===== src/rtl/mem_access_pkg.sv =====
// rtl/mem_access_pkg.sv - shared widths, FSM state codes and queue-entry layout for mem_access_unit
package mem_access_pkg;

  localparam int ADDR_W = 32;
  localparam int DATA_W = 32;

  typedef logic [2:0] state_t;

  localparam state_t S_IDLE     = 3'd0;
  localparam state_t S_RD_ISSUE = 3'd1;
  localparam state_t S_RD_WAIT  = 3'd2;
  localparam state_t S_WR_ISSUE = 3'd3;
  localparam state_t S_WR_WAIT  = 3'd4;
  localparam state_t S_FL_ISSUE = 3'd5;
  localparam state_t S_FL_WAIT  = 3'd6;

  // Tag width is a top-level parameter, so the tag is appended outside this struct.
  typedef struct packed {
    logic              write;
    logic [ADDR_W-1:0] addr;
    logic [DATA_W-1:0] data;
  } req_body_t;

  localparam int BODY_W = $bits(req_body_t);

endpackage


===== src/rtl/mem_access_fifo.sv =====
// rtl/mem_access_fifo.sv - synchronous FIFO with full/empty flags, asynchronous active-low reset
module mem_access_fifo #(
  parameter int WIDTH = 8,
  parameter int DEPTH = 4
) (
  input  logic             clk,
  input  logic             reset,
  input  logic             push,
  input  logic [WIDTH-1:0] push_data,
  input  logic             pop,
  output logic [WIDTH-1:0] head,
  output logic             full,
  output logic             empty
);

  localparam int AW = $clog2(DEPTH);

  logic [WIDTH-1:0] mem [DEPTH];
  logic [AW-1:0]    wr_ptr;
  logic [AW-1:0]    rd_ptr;
  logic [AW:0]      count;
  logic             do_push;
  logic             do_pop;

  assign full    = (count == (AW+1)'(DEPTH));
  assign empty   = (count == '0);
  assign do_push = push && !full;
  assign do_pop  = pop && !empty;
  assign head    = mem[rd_ptr];

  always_ff @(posedge clk) begin
    if (do_push) mem[wr_ptr] <= push_data;
  end

  // Depth is a power of two, so the pointers wrap naturally.
  always_ff @(posedge clk or negedge reset) begin
    if (!reset) begin
      wr_ptr <= '0;
      rd_ptr <= '0;
      count  <= '0;
    end else begin
      if (do_push) wr_ptr <= wr_ptr + 1'b1;
      if (do_pop)  rd_ptr <= rd_ptr + 1'b1;
      case ({do_push, do_pop})
        2'b10:   count <= count + 1'b1;
        2'b01:   count <= count - 1'b1;
        default: count <= count;
      endcase
    end
  end

endmodule


===== src/rtl/mem_access_unit.sv =====
// rtl/mem_access_unit.sv - in-order load/store/flush initiator for the DataCache poll-until-success ports
// Optional wait-state watchdog enabled by MEM_ACCESS_TIMEOUT_EN.
module mem_access_unit
  import mem_access_pkg::*;
#(
  parameter int QUEUE_DEPTH    = 4,
  parameter int TAG_WIDTH      = 4,
  parameter int TIMEOUT_CYCLES = 256
) (
  input  logic                 clk,
  input  logic                 reset,
  input  logic                 reqValid,
  output logic                 reqReady,
  input  logic                 reqWrite,
  input  logic [ADDR_W-1:0]    reqAddr,
  input  logic [DATA_W-1:0]    reqData,
  input  logic [TAG_WIDTH-1:0] reqTag,
  output logic                 respValid,
  output logic [DATA_W-1:0]    respData,
  output logic [TAG_WIDTH-1:0] respTag,
  input  logic                 flushReq,
  output logic                 flushDone,
  output logic [ADDR_W-1:0]    readPtr,
  input  logic [DATA_W-1:0]    readValue,
  input  logic                 readSuccess,
  output logic                 writeEnable,
  output logic [ADDR_W-1:0]    writePtr,
  output logic [DATA_W-1:0]    writeValue,
  input  logic                 writeSuccess,
  output logic                 allWriteBack,
  input  logic                 allWriteBackSuccess,
  output logic                 timeoutError
);

  localparam int ENTRY_W = BODY_W + TAG_WIDTH;

  state_t               state;
  logic                 run;
  logic                 flush_pending;
  logic                 fifo_full;
  logic                 fifo_empty;
  logic                 push;
  logic                 pop;
  logic [ENTRY_W-1:0]   head_raw;
  req_body_t            head;
  logic [TAG_WIDTH-1:0] head_tag;
  logic                 rd_done;
  logic                 wr_done;
  logic                 fl_done;
  logic                 op_done;
  logic                 wd_expire;
  logic                 abort;

  // run keeps reqReady low while reset is asserted and for the first cycle after.
  assign reqReady = run && !fifo_full && !flush_pending;
  assign push     = reqValid && reqReady;
  assign {head, head_tag} = head_raw;

  assign rd_done = (state == S_RD_WAIT) && readSuccess;
  assign wr_done = (state == S_WR_WAIT) && writeSuccess;
  assign fl_done = (state == S_FL_WAIT) && allWriteBackSuccess;
  assign op_done = rd_done || wr_done || fl_done;
  assign abort   = wd_expire && !op_done;
  assign pop     = rd_done || wr_done ||
                   (abort && ((state == S_RD_WAIT) || (state == S_WR_WAIT)));

  mem_access_fifo #(
    .WIDTH (ENTRY_W),
    .DEPTH (QUEUE_DEPTH)
  ) u_fifo (
    .clk       (clk),
    .reset     (reset),
    .push      (push),
    .push_data ({reqWrite, reqAddr, reqData, reqTag}),
    .pop       (pop),
    .head      (head_raw),
    .full      (fifo_full),
    .empty     (fifo_empty)
  );

`ifdef MEM_ACCESS_TIMEOUT_EN
  localparam int WD_W = $clog2(TIMEOUT_CYCLES + 1);

  logic            in_wait;
  logic [WD_W-1:0] wd_cnt;
  logic            wd_err;

  assign in_wait   = (state == S_RD_WAIT) || (state == S_WR_WAIT) || (state == S_FL_WAIT);
  assign wd_expire = in_wait && (wd_cnt == WD_W'(TIMEOUT_CYCLES - 1));

  always_ff @(posedge clk or negedge reset) begin
    if (!reset) begin
      wd_cnt <= '0;
      wd_err <= 1'b0;
    end else begin
      if (in_wait && !op_done && !wd_expire) wd_cnt <= wd_cnt + 1'b1;
      else                                   wd_cnt <= '0;
      if (abort) wd_err <= 1'b1;
    end
  end

  assign timeoutError = wd_err;
`else
  logic unused_timeout;
  assign unused_timeout = (TIMEOUT_CYCLES == 0);
  assign wd_expire      = 1'b0;
  assign timeoutError   = 1'b0;
`endif

  always_ff @(posedge clk or negedge reset) begin
    if (!reset) begin
      state         <= S_IDLE;
      run           <= 1'b0;
      flush_pending <= 1'b0;
      respValid     <= 1'b0;
      respData      <= '0;
      respTag       <= '0;
      flushDone     <= 1'b0;
      readPtr       <= '0;
      writeEnable   <= 1'b0;
      writePtr      <= '0;
      writeValue    <= '0;
      allWriteBack  <= 1'b0;
    end else begin
      run       <= 1'b1;
      respValid <= 1'b0;
      flushDone <= 1'b0;
      case (state)
        S_IDLE: begin
          if (!fifo_empty)        state <= head.write ? S_WR_ISSUE : S_RD_ISSUE;
          else if (flush_pending) state <= S_FL_ISSUE;
        end
        S_RD_ISSUE: begin
          readPtr <= head.addr;
          state   <= S_RD_WAIT;
        end
        S_RD_WAIT: begin
          if (rd_done) begin
            respValid <= 1'b1;
            respData  <= readValue;
            respTag   <= head_tag;
            state     <= S_IDLE;
          end else if (abort) begin
            state <= S_IDLE;
          end
        end
        S_WR_ISSUE: begin
          writePtr    <= head.addr;
          writeValue  <= head.data;
          writeEnable <= 1'b1;
          state       <= S_WR_WAIT;
        end
        S_WR_WAIT: begin
          if (wr_done || abort) begin
            writeEnable <= 1'b0;
            state       <= S_IDLE;
          end
        end
        S_FL_ISSUE: begin
          allWriteBack <= 1'b1;
          state        <= S_FL_WAIT;
        end
        S_FL_WAIT: begin
          if (fl_done || abort) begin
            allWriteBack <= 1'b0;
            flushDone    <= fl_done;
            state        <= S_IDLE;
          end
        end
        default: state <= S_IDLE;
      endcase

      // A new flush request wins over completion of the current one.
      if (flushReq)
        flush_pending <= 1'b1;
      else if (fl_done || (abort && (state == S_FL_WAIT)))
        flush_pending <= 1'b0;
    end
  end

endmodule


===== config.mk =====
export PLATFORM = sky130hd
export DESIGN_NAME = mem_access_unit
export DESIGN_NICKNAME = d
export VERILOG_FILES = /design/src/rtl/mem_access_pkg.sv /design/src/rtl/mem_access_fifo.sv /design/src/rtl/mem_access_unit.sv
export SDC_FILE = /design/constraint.sdc
export NUM_CORES = 1
export LEC_CHECK = 0
export BUFFER_PORTS_ARGS = -buffer_cell sky130_fd_sc_hd__buf_2
export CORE_MARGIN = 2
export CORE_UTILIZATION = 45
export DETAILED_ROUTE_END_ITERATION = 6
export GPL_ROUTABILITY_DRIVEN = 0
export HOLD_SLACK_MARGIN = 0.05
export PLACE_DENSITY = 0.7
export SLEW_MARGIN = 20
export SYNTH_ARGS = -nofsm -noshare
export SYNTH_HDL_FRONTEND = slang
export SYNTH_HIERARCHICAL = 1
export SYNTH_SLANG_ARGS = --single-unit

===== constraint.sdc =====
create_clock -name clk -period 4.9 [get_ports clk]
set_input_delay 0.49 -clock clk [delete_from_list [all_inputs] [get_ports clk]]
set_output_delay 0.49 -clock clk [all_outputs]
set_load 0.005 [all_outputs]

==> key figures <==
STA
  • # setup viols final: 0
  • Setup Skew: between 7 and 8 ps
  • RSZ-0062 raised after global routing: no
  • Fin. max-slew vios: 0
  • Slew at the pin with the worst max-slew slack: between 1000 and 1500 ps
  • Final Critical Period: approximately 2700 ps
  • Final worst slack: between 2000 and 2500 ps
  • FMAX: 368 MHz
  • Final setup TNS: 0 ps
  • Relative slew slack: approximately 27%
  • Crit share post-route: between 50 and 60%
  • Final hold vios: 0

Power and ir drop
  • Total power: between 10000 and 15000 µW
  • P per Cell Area: 574 nW/µm²
  • Worst VDD drop: around 360 µV
  • Static Leakage: ~0.0073 µW

Final layout
  • Layout area overhead: 19.6%
  • Layout cells sized above 1: between 50% and 60%
  • Multi-input logic area: between 3000 and 4000 µm²
  • Post-route cell area: ~19000 µm²
  • Most frequent cells in the layout: edfxtp_1 (276), buf_2 (243), dfrtp_1 (146)
  • Final nets: between 1000 and 1500
  • Commonest non-fill, non-tap cell in the layout: edfxtp_1
  • Reg area: roughly 12000 µm²
  • Cell Count, Final, Fillers Out: about 1500
  • # fillers: approximately 2700

Synth
  • Seq/Total Area, Yosys: 75.6%
  • Register bit total from synthesis: between 400 and 500
  • Xor and xnor fraction of the mapped netlist area: less than 1%
  • Synth Area in Compound Gates: less than 1%
  • Number of synthesized flops with an enable pin: between 200 and 300
  • Post-Synth Adder-Cell Area: 0.520%
  • Yosys cell types: 40
  • Post-synthesis simple-gate area fraction: 1.19%
  • Gate Count Post-Synth: approximately 730
  • Yosys synthesis warning count: 6
  • Synth Cell Area: approximately 16000 µm²
  • Main combinational cell family by area after synthesis: multiplexers
  • Ys async rst share: 34.9%
  • Mux cell area share after synthesis: roughly a fifth
  • Syn_nets: roughly 840
  • Most common flop cell mapped by yosys: edfxtp_1
  • Mapped Avg Cell Area: 21.8 µm²

Detailed routing
  • Number of remaining DRC errors: 0
  • DRT antenna net count: 0
  • First DRT Iteration DRCs: ~320
  • Via/cell ratio: around 5.1
  • DRT Pass-1 Iters: 4
  • Post-Route WL: about 30000 µm
  • Routed WL per cell: just under 20 µm
  • Via count: between 7000 and 8000

GRT
  • Vias in the first global route: just under 8000
  • Largest net degree at the start of global routing: 81
  • Overflow after GRT: 0
  • First-pass GRT wire length: 44900 µm
  • Antenna violations before repair: 5
  • Tot GR Track Use: 16.3%

Worst setup path
  • Kind of critical path: reg -> reg
  • Startpoint Class: register
  • Worst path max stage delay: 860 ps
  • Buf+Inv Stages, Crit Path: 2
  • Worst R2R Setup Slack: ~2200 ps
  • Worst endpoint data arrival time: between 2000 and 3000 ps
  • Critical-path cell list: or3b_4, inv_1, nor3b_1, and2_1, and3_4, buf_4
  • CP delay by family, top: simple AND/OR/NAND/NOR gates
  • CP max-delay cell: and3_4
  • Critical Path Fanout Max: between 50 and 60
  • Worst setup EP type: register
  • Worst Path Required: just over 5000 ps

Clock network
  • TritonCTS Buffers: between 40 and 50
  • Clock H-tree levels: 2
  • Worst skew pair latency: ~550 ps
  • Sink Count: between 400 and 500
  • CTS tree: yes
  • Clk root buf: clkbuf_16
  • Worst-path clk slew: roughly 60 ps
  • CTS Buffer Depth: 3

Floorplanning
  • Initial Util: ~46%
  • Core Box Area: around 35000 µm²
  • Die W: ~190 µm
  • Die Ht: 192 µm
  • Full die area: 36800 µm²
  • Core Rows: 68
  • I/O Pins: 246

Place
  • Pre-CTS setup slack: around 2100 ps
  • Cell count after placement: approximately 1400
  • IO Port Bufs: 244
  • Hpwl dp: roughly 18000 µm
  • Placed Instance Area: 17500 µm²

Hold path
  • Hold/Removal Path Class: in -> reg

Outcome
  • Status: finished clean

Flow run
  • Max Cap Violations: 0
==> final timing paths <==
kind,start,endpoint,depth (start not counted)
min reg2reg,u_fifo/count[2]$_DFFE_PN0P_,u_fifo/count[2]$_DFFE_PN0P_,1
max,u_fifo/count[2]$_DFFE_PN0P_,u_fifo/mem[0][50]$_DFFE_PP_,6
min,flushReq,flush_pending$_DFFE_PN0P_,2
max in group asynchronous,reset,u_fifo/rd_ptr[0]$_DFFE_PN0P_,3
min in group asynchronous,reset,writePtr[14]$_DFFE_PN0P_,2
max reg2reg,u_fifo/count[2]$_DFFE_PN0P_,u_fifo/mem[0][50]$_DFFE_PP_,6
==> through the flow <==
| stage | hold slack [ps] | utilization, % |
|---|---|---|
| floorplan | 194 | - |
| global placement | 467 | 50.7 |
| detailed placement | 487 | 50.7 |
| CTS | 107 | 54.8 |
| global route | 124 | 54.8 |
| finish | 148 | 54.8 |
==> cells by family after synthesis <==
logic type | after synthesis
AO/OA/AOI/OAI | 13
adder cells (fa/ha/maj) | 6
multiplexers | 203
other | 2
XOR/XNOR | 6
flip-flops | 424
AND/OR/NAND/NOR | 28
buffers and inverters | 45
==> final cells by class <==
class,count,share of cell area (%)
sequential,424,63.2
multi-input combinational,258,19.1
clock buffer,68,7.04
timing repair buffer,257,6.99
tap,455,3.00
clock inverter,16,0.448
inverter,11,0.218
antenna,2,0.0264
==> cells in the mapped netlist, types with 3 or more instances <==
master | number | area share (%)
edfxtp_1 | 276 | 52
dfrtp_1 | 148 | 23
mux2_2 | 103 | 7.3
mux4_2 | 69 | 9.8
mux2_4 | 30 | 2.8
buf_4 | 13 | 0.61
inv_1 | 11 | 0.26
buf_2 | 9 | 0.28
clkbuf_1 | 8 | 0.19
nor2_1 | 6 | 0.14
a21oi_1 | 5 | 0.16
ha_1 | 5 | 0.39
and3_2 | 4 | 0.19
buf_12 | 3 | 0.38
xnor2_1 | 3 | 0.17
xor2_1 | 3 | 0.17
==> per-layer routing <==
layer  routed length [µm]  track usage [%]  part of all wire [%]
met5                   34                0                  0.11
met4                  643             5.03                   2.2
met3                 1880             4.46                   6.4
met2                14600             27.2                    49
met1                12500             21.0                    42
==> worst reg2reg max path, stage by stage, from the launching register on <==
cell and delay (ps):
dfrtp_1 400, or3b_4 280, inv_1 40, nor3b_1 190
and2_1 240, and3_4 860, buf_4 400
==> power breakdown <==
group / switching (µW) / total [µW] / leakage [µW] / internal, µW
Clock: 1310 / 3190 / 0.000702 / 1880
Sequential: 593 / 5060 / 0.00425 / 4470
Combinational: 980 / 2640 / 0.00238 / 1660
Total: 2880 / 10900 / 0.00733 / 8010
==> flip-flops by register name (all words and copies together), names as in the netlist <==
signal         cells
respData          32
run                1
writeEnable        1
readPtr           32
writePtr          32
respTag            4
writeValue        32
u_fifo/rd_ptr      2
state              3
flush_pending      1
respValid          1
u_fifo/mem       276
u_fifo/wr_ptr      2
u_fifo/count       3
allWriteBack       1
flushDone          1
==> repair_timing <==
item,in CTS,in global routing
hold endpoints to repair,78,0
gates resized for setup,0,0
hold buffers,1,0
buffers inserted,0,0
(Power assumes the default switching activity.)
